[src/rtl/instr_fetch_ctrl_pkg.sv]
// Shared definitions for the instruction fetch controller: FSM encoding,
// word size, reset instruction value and the legal-PC helper.
package instr_fetch_ctrl_pkg;

  typedef enum logic [1:0] {
    FS_IDLE  = 2'd0,
    FS_FETCH = 2'd1,
    FS_HALT  = 2'd2
  } fetch_state_e;

  localparam int unsigned WORD_BYTES = 4;
  localparam logic [31:0] NOP        = 32'h0000_0000;

  // Limit is computed in 33 bits so a window ending at 2^32 cannot wrap.
  function automatic logic pc_legal(input logic [31:0] pc,
                                    input logic [31:0] base,
                                    input int unsigned depth);
    logic [32:0] limit;
    limit = {1'b0, base} + (33'(depth) * 33'(WORD_BYTES));
    return (pc[1:0] == 2'b00) && (pc >= base) && ({1'b0, pc} < limit);
  endfunction

endpackage

[src/rtl/instr_fetch_ctrl_perf_cnt.sv]
// fetch_perf_cnt: two saturating event counters (accepted fetches, stall
// cycles) that hold their value while frozen.
module fetch_perf_cnt (
  input  logic        clk,
  input  logic        rst,
  input  logic        freeze,
  input  logic        fetch_inc,
  input  logic        stall_inc,
  output logic [31:0] fetched,
  output logic [31:0] stall
);

  always_ff @(posedge clk or posedge rst) begin
    if (rst) begin
      fetched <= 32'h0;
      stall   <= 32'h0;
    end else if (!freeze) begin
      if (fetch_inc && (fetched != 32'hFFFF_FFFF)) fetched <= fetched + 32'd1;
      if (stall_inc && (stall != 32'hFFFF_FFFF))   stall   <= stall + 32'd1;
    end
  end

endmodule

[src/rtl/instr_fetch_ctrl.sv]
// Instruction fetch controller: owns the PC, reads instr_mem and hands
// instructions to decode. Optional counters under FETCH_PERF_CNT_EN.
//
// Handshake: an instruction transfers to decode on every rising clk edge
// where out_valid && out_ready; while out_valid && !out_ready the outputs
// and the PC hold, and out_valid never drops without a transfer except on
// redirect flush, fault or reset.
module instr_fetch_ctrl
  import instr_fetch_ctrl_pkg::*;
#(
  parameter logic [31:0] RESET_PC  = 32'h0000_0000,
  parameter int unsigned MEM_DEPTH = 64
) (
  input  logic        clk,
  input  logic        rst,
  output logic [31:0] imem_addr,
  input  logic [31:0] imem_rdata,
  output logic        out_valid,
  input  logic        out_ready,
  output logic [31:0] out_instr,
  output logic [31:0] out_pc,
  input  logic        redirect_valid,
  input  logic [31:0] redirect_pc,
  input  logic        halt_req,
  output logic        fault,
  output logic        halted,
  output logic [1:0]  fsm_state
`ifdef FETCH_PERF_CNT_EN
  ,
  output logic [31:0] perf_fetched,
  output logic [31:0] perf_stall
`endif
);

  fetch_state_e state;
  logic [31:0]  pc_reg;
  logic         accept;

  assign accept    = out_valid && out_ready;
  assign imem_addr = pc_reg;
  assign fsm_state = state;

  always_ff @(posedge clk or posedge rst) begin
    if (rst) begin
      state     <= FS_IDLE;
      pc_reg    <= RESET_PC;
      out_valid <= 1'b0;
      out_instr <= NOP;
      out_pc    <= 32'h0;
      fault     <= 1'b0;
      halted    <= 1'b0;
    end else begin
      case (state)
        FS_IDLE: state <= FS_FETCH;

        FS_FETCH: begin
          if (halt_req) begin
            // A held instruction survives the halt until decode takes it.
            state  <= FS_HALT;
            halted <= 1'b1;
            if (accept) out_valid <= 1'b0;
          end else if (redirect_valid) begin
            out_valid <= 1'b0;
            if (!pc_legal(redirect_pc, RESET_PC, MEM_DEPTH)) begin
              fault  <= 1'b1;
              halted <= 1'b1;
              state  <= FS_HALT;
            end else begin
              pc_reg <= redirect_pc;
            end
          end else if (!out_valid || out_ready) begin
            if (!pc_legal(pc_reg, RESET_PC, MEM_DEPTH)) begin
              fault     <= 1'b1;
              halted    <= 1'b1;
              state     <= FS_HALT;
              out_valid <= 1'b0;
            end else begin
              out_instr <= imem_rdata;
              out_pc    <= pc_reg;
              out_valid <= 1'b1;
              pc_reg    <= pc_reg + 32'(WORD_BYTES);
            end
          end
        end

        FS_HALT: if (accept) out_valid <= 1'b0;

        default: state <= FS_IDLE;
      endcase
    end
  end

`ifdef FETCH_PERF_CNT_EN
  fetch_perf_cnt u_perf (
    .clk       (clk),
    .rst       (rst),
    .freeze    (state == FS_HALT),
    .fetch_inc (accept),
    .stall_inc (out_valid && !out_ready),
    .fetched   (perf_fetched),
    .stall     (perf_stall)
  );
`endif

endmodule

[config.mk]
export PLATFORM = sky130hd
export DESIGN_NAME = instr_fetch_ctrl
export DESIGN_NICKNAME = d
export VERILOG_FILES = /design/src/rtl/instr_fetch_ctrl_pkg.sv /design/src/rtl/instr_fetch_ctrl_perf_cnt.sv /design/src/rtl/instr_fetch_ctrl.sv
export SDC_FILE = /design/constraint.sdc
export NUM_CORES = 1
export LEC_CHECK = 0
export BUFFER_PORTS_ARGS = -buffer_cell sky130_fd_sc_hd__buf_4
export CAP_MARGIN = 20
export CORE_MARGIN = 2
export CORE_UTILIZATION = 30
export DETAILED_ROUTE_END_ITERATION = 16
export SYNTH_ARGS = -nofsm -noshare
export SYNTH_HDL_FRONTEND = slang
export SYNTH_SLANG_ARGS = --single-unit
[constraint.sdc]
create_clock -name clk -period 4.1 [get_ports clk]
set_input_delay 0.41 -clock clk [delete_from_list [all_inputs] [get_ports clk]]
set_output_delay 0.41 -clock clk [all_outputs]
set_load 0.02 [all_outputs]
* Word level (Yosys, flattened, before mapping) *
Index checks and enable logic that the tools add are counted.

operators by class
  add/subtract/negate cells = 1
  $lt $le $gt $ge = 4
  equality and inequality tests = 10
  mux-type cells = 21
  bitwise logic cells = 3
  reduce and logical (&&, ||, !) cells = 20

operators by type and width
  operator                                                                              number
  32-bit two-way mux                                                                    4
  32-bit by 1-bit greater-or-equal comparator with 1-bit output, second input constant  2
  32-bit by 9-bit < comparator with 1-bit output, second input constant                 2
  32-bit by 3-bit adder with 32-bit output, second input constant                       1
  5-bit AND reduction                                                                   3
  4-bit inequality test, second input constant                                          3
  1-bit two-way mux                                                                     10
  2-bit two-way mux                                                                     5
  4-bit AND reduction                                                                   2
  2-bit logical NOT                                                                     3
  3-bit inequality test, second input constant                                          2
  2-bit case mux with 3 select lines                                                    1
  2-bit nonzero test                                                                    3
  1-bit logical AND                                                                     5
  2-bit inequality test, second input constant                                          2
  1-bit inverter                                                                        3
  3-bit nonzero test                                                                    1
  2-bit by 1-bit == test with 1-bit output, second input constant                       1
  2-bit == test, second input constant                                                  1
  2-bit by 1-bit inequality test with 1-bit output, second input constant               1
  1-bit case mux with 2 select lines                                                    1
  2-bit AND reduction                                                                   1
  1-bit logical NOT                                                                     1
  1-bit logical OR                                                                      1

storage, ports and cells
  bits in registers = 101
  input port bits = 69

* Depth between registers and ports, before layout *
  depth after elaboration = 8
  mapped depth = 9

* Worst setup path before layout *
Ideal clock, no wire load.

  kind = register -> register
  start = register state[1], in the netlist fsm_state[1]
  end = register pc_reg[3], in the netlist imem_addr[3]
  library setup time = 0.125 ns
  arrival = 1.944 ns
  path slack = 2.031 ns
  cell stages (with the launch flop) = 9
  buffers on the path = 2
  cell sequence = dfrtp_1 inv_1 ha_1 nor2b_1 buf_2 nor2b_1 clkbuf_1 o21ai_1 mux2_2

between the ends
  cells in the longest elaborated chain, start to end = 2

ends and longest elaborated chain
  what                                      RTL line                RTL
  start, declared                           instr_fetch_ctrl.sv:35  fetch_state_e state;
  start signal, assigned                    instr_fetch_ctrl.sv:45  state <= FS_IDLE;
  start signal, assigned                    instr_fetch_ctrl.sv:54  FS_IDLE: state <= FS_FETCH;
  start signal, assigned                    instr_fetch_ctrl.sv:59  state <= FS_HALT;
  2-bit by 1-bit == test with 1-bit output  instr_fetch_ctrl.sv:53  case (state)
  5-bit AND reduction (no line)             n/a
  end signal, assigned                      instr_fetch_ctrl.sv:69  pc_reg <= redirect_pc;
  end signal, assigned                      instr_fetch_ctrl.sv:81  pc_reg <= pc_reg + 32'(WORD_BYTES);
  end, declared                             instr_fetch_ctrl.sv:36  logic [31:0] pc_reg;

Every way passes these cells.
A chain may end at the register's enable or synchronous reset.

* Worst setup path in the final report *
Ends and elaborated chain as after synthesis.

==> results.md <==
- Status: completed
- Yosys Warn Count: 0
- Post-synth EDFFs: 0
- Inserted Clock Buffers: 9
- Routed vias/inst: between 4 and 5
- Vias: around 3000
- DIE AREA: ~0.014 sq mm
- Primary FF master, synth: dfrtp_1
- Setup Viol. Count Final: 0
- Slew margin rel.: 31.5%
- Final non-filler cell total: 650
- Seq cells post-synth: 101
- Clock sink count: 101
- CTS Buffer Depth: 2
- CTS tree: built
- Initial DRC Count: 152
- Number of cells on the critical path: 6
- R2R depth: 6
- Power per cell area: 327 mW/mm^2
- Die H: 119 um
- Syn nets: 373
- Post-synthesis simple-gate area fraction: 14.8%
- Antenna Nets Post-Route: 0
- Largest net degree at the start of global routing: 67
- Worst Skew: 8.86 ps
- Post-Synth Adder-Cell Area: 1.56%
- Largest family of logic cells by synthesized area: simple AND/OR/NAND/NOR gates
- CP dominant cell by count: nor2b_1
- Initial core utilization: 30.4%
- Diode count: 0
- Top fanout value on the critical path: 16
- Synth top area cells: dfrtp_1 (63%), mux2_1 (11%), nor2b_1 (4.4%), and2_1 (3.9%), nor4_1 (1.9%)
- MaxCap Viol Count: 0
- Cell Chain, Critical Path: inv_1 > ha_1 > nor2b_1 > nor2b_1 > o21ai_1 > mux2_2
- Slowest CP cell: nor2b_1
- Synth Area in Compound Gates: 5.97%
- Post-CTS Repair Setup Buffers: 0
- Synth Area per Inst: 13.4 sq um
- Worst Setup End Kind: register
- Worst Setup SP: fsm_state[1]$_DFFE_PP0P_
- Wire per inst: 14.7 um
- Top-Level Pins: between 150 and 200
- Multi-input gate area: 0.00137 sq mm
- Clock root buffer master: clkbuf_16
- DRC: 0
- RR Endpoint: imem_addr[3]$_DFFE_PP0P_
- Wire length of the first global-routing pass: 15500 um
- GPL Wtd Cong: 0.852
- Data arrival, critical path: slightly below 3000 ps
- Synth Area in XOR/XNOR: 0%
- Hold buffer count at CTS: 0
- Clock Latency Late Sink: around 340 ps
- Critical Path Sink: imem_addr[3]$_DFFE_PP0P_
- Post_cts resized: 0
- Worst min-delay path class: in -> async
- Fin nets: 543
- CP peak stage delay: 500 ps
- Worst R2R Setup Slack: around 1400 ps
- Total global-route track usage: 13.8%
- Fin util: about 44%
- Cell taking the most area after synthesis: dfrtp_1
- Htree depth: 3
- Worst-path clk slew: 70 ps
- # fillers: 1250
- Least-Margin Pin Slew: 1020 ps
- Lkg Pwr: 3.12 nW
- Row cnt: 42
- Synth Instances: 299
- Placed cells: 634
- Final period util: 66.2%
- Post-synthesis sequential area ratio: 63.2%
- Sequential Area: ~0.0025 sq mm
- Share of layout cells above drive strength 1: between 40% and 50%
- Synth top area share: 63.2%
- Worst r2r src: fsm_state[1]$_DFFE_PP0P_
- Max IR drop VDD: between 100 and 150 uV
- Die X: 119 um
- Total Wirelength: about 9500 um
- CP Class: reg -> reg
- Post-synthesis cell type count: between 40 and 50
- Slew Limit Fails: 0
- Total gr overflow: 0
- Final HPWL from detailed placement: 7030 um
- Fmax: 0.368 GHz
- 1st-pass router iterations: 4
- Tmin final: 2720 ps
- WP buf/inv: 1
- Crit-path leading delay family: simple AND/OR/NAND/NOR gates
- Vias in the first global route: 3022
- Multiplexer share of the synthesized area: a little under an eighth
- Critical path startpoint category: register
- Layout Area Growth over Synthesis: 43.1%
- Post-synthesis cell area: 0.00400 sq mm
- Total Neg Setup Slack: 0 ps
- Core Area: 0.0131 sq mm
- Data required time at the worst endpoint: 4330 ps
- Setup repair after global routing missed its margin: false
- Initial antenna violation count: 0
- # port buffers: 169
- Asr flop ratio synth: 100%
- Final Hold Viols: 0
[final cells by class]
type / instances / share of cell area (%)
Timing Repair Buffer: 172 / 22.8
Inverter: 9 / 0.634
Tap cell: 176 / 3.85
Clock buffer: 12 / 4.31
Clock inverter: 4 / 0.415
Sequential cell: 101 / 44.1
Multi-Input combinational cell: 176 / 23.9
[flip-flops by register name, indices dropped and copies added (netlist names)]
name       cells
fsm_state      2
out_valid      1
imem_addr     32
out_pc        32
halted         1
out_instr     32
fault          1
[per-stage QoR]
stage	setup WS, ps	hold slack, ps	cell area (sq um)	power [mW]
after floorplan	1040	545	4000	1.04
after global placement	1350	468	5460	1.10
after detailed placement	1340	476	5460	1.10
after CTS	1410	257	5730	1.89
after global routing	1060	267	5730	1.95
final	1380	209	5730	1.87
[power by group]
part | total, mW | switching (mW) | internal, mW
sequential | 0.998 | 0.000848 | 0.997
combinational | 0.0859 | 0.0382 | 0.0477
clock | 0.791 | 0.364 | 0.427
[worst register-to-register path, cell delays in order, from the launching register on]
cell and delay, ps:
dfrtp_1 440, inv_1 130, ha_1 190, nor2b_1 440, nor2b_1 500, o21ai_1 500, mux2_2 410
[kinds of logic (layout without fill, tap and decap cells)]
logic type               count (synthesis)  count (layout)
multiplexers                            42              42
AND/OR/NAND/NOR                         96              96
AO/OA/AOI/OAI                           33              33
buffers and inverters                   22             197
flip-flops                             101             101
adder cells (fa/ha/maj)                  5               5
[how the worst min path moves through the flow]
stage,from,cells past startpoint,slack (ps),to
after global routing,imem_rdata[22],2,270,out_instr[22]$_DFFE_PP0P_
after global placement,out_instr[11]$_DFFE_PP0P_,1,470,out_instr[11]$_DFFE_PP0P_
after detailed placement,out_instr[10]$_DFFE_PP0P_,1,480,out_instr[10]$_DFFE_PP0P_
final,rst,2,210,out_instr[21]$_DFFE_PP0P_
after floorplan,halt_req,2,540,halted$_DFFE_PP0P_
after CTS,rst,2,260,out_instr[17]$_DFFE_PP0P_
[synthesized netlist by cell type, types with 5 or more instances]
cell,instances
inv_1,9
o221ai_1,5
nor4_1,12
mux2_1,38
ha_1,5
and2_1,25
o21ai_0,7
nor2b_1,28
nor2_1,7
buf_4,5
dfrtp_1,101
[routing by layer]
| metal | GRT usage (%) | part of all wire (%) |
|---|---|---|
| met1 | 17.8 | 43 |
| met2 | 21.3 | 47 |
| met3 | 3.98 | 8.3 |
| met4 | 6.32 | 2.2 |
| met5 | 0 | 0 |
[cells in the final DEF (no fill, tap or decap), types with 2 or more instances in the layout]
master / n
buf_4: 171
nand2_1: 4
a2bb2oi_1: 2
inv_1: 8
and3_1: 3
o21ai_0: 7
nor4_1: 12
mux2_1: 38
clkinv_2: 3
ha_1: 5
a21oi_1: 2
o211ai_1: 2
nor2_1: 7
and2_1: 25
clkbuf_16: 9
nand3_1: 4
nand2b_1: 3
mux2_2: 3
clkbuf_1: 2
nor3_1: 3
o311ai_0: 2
nor2b_1: 28
a31oi_1: 3
dfrtp_1: 101
o221ai_1: 5
Power figures use the tool's default switching activity.
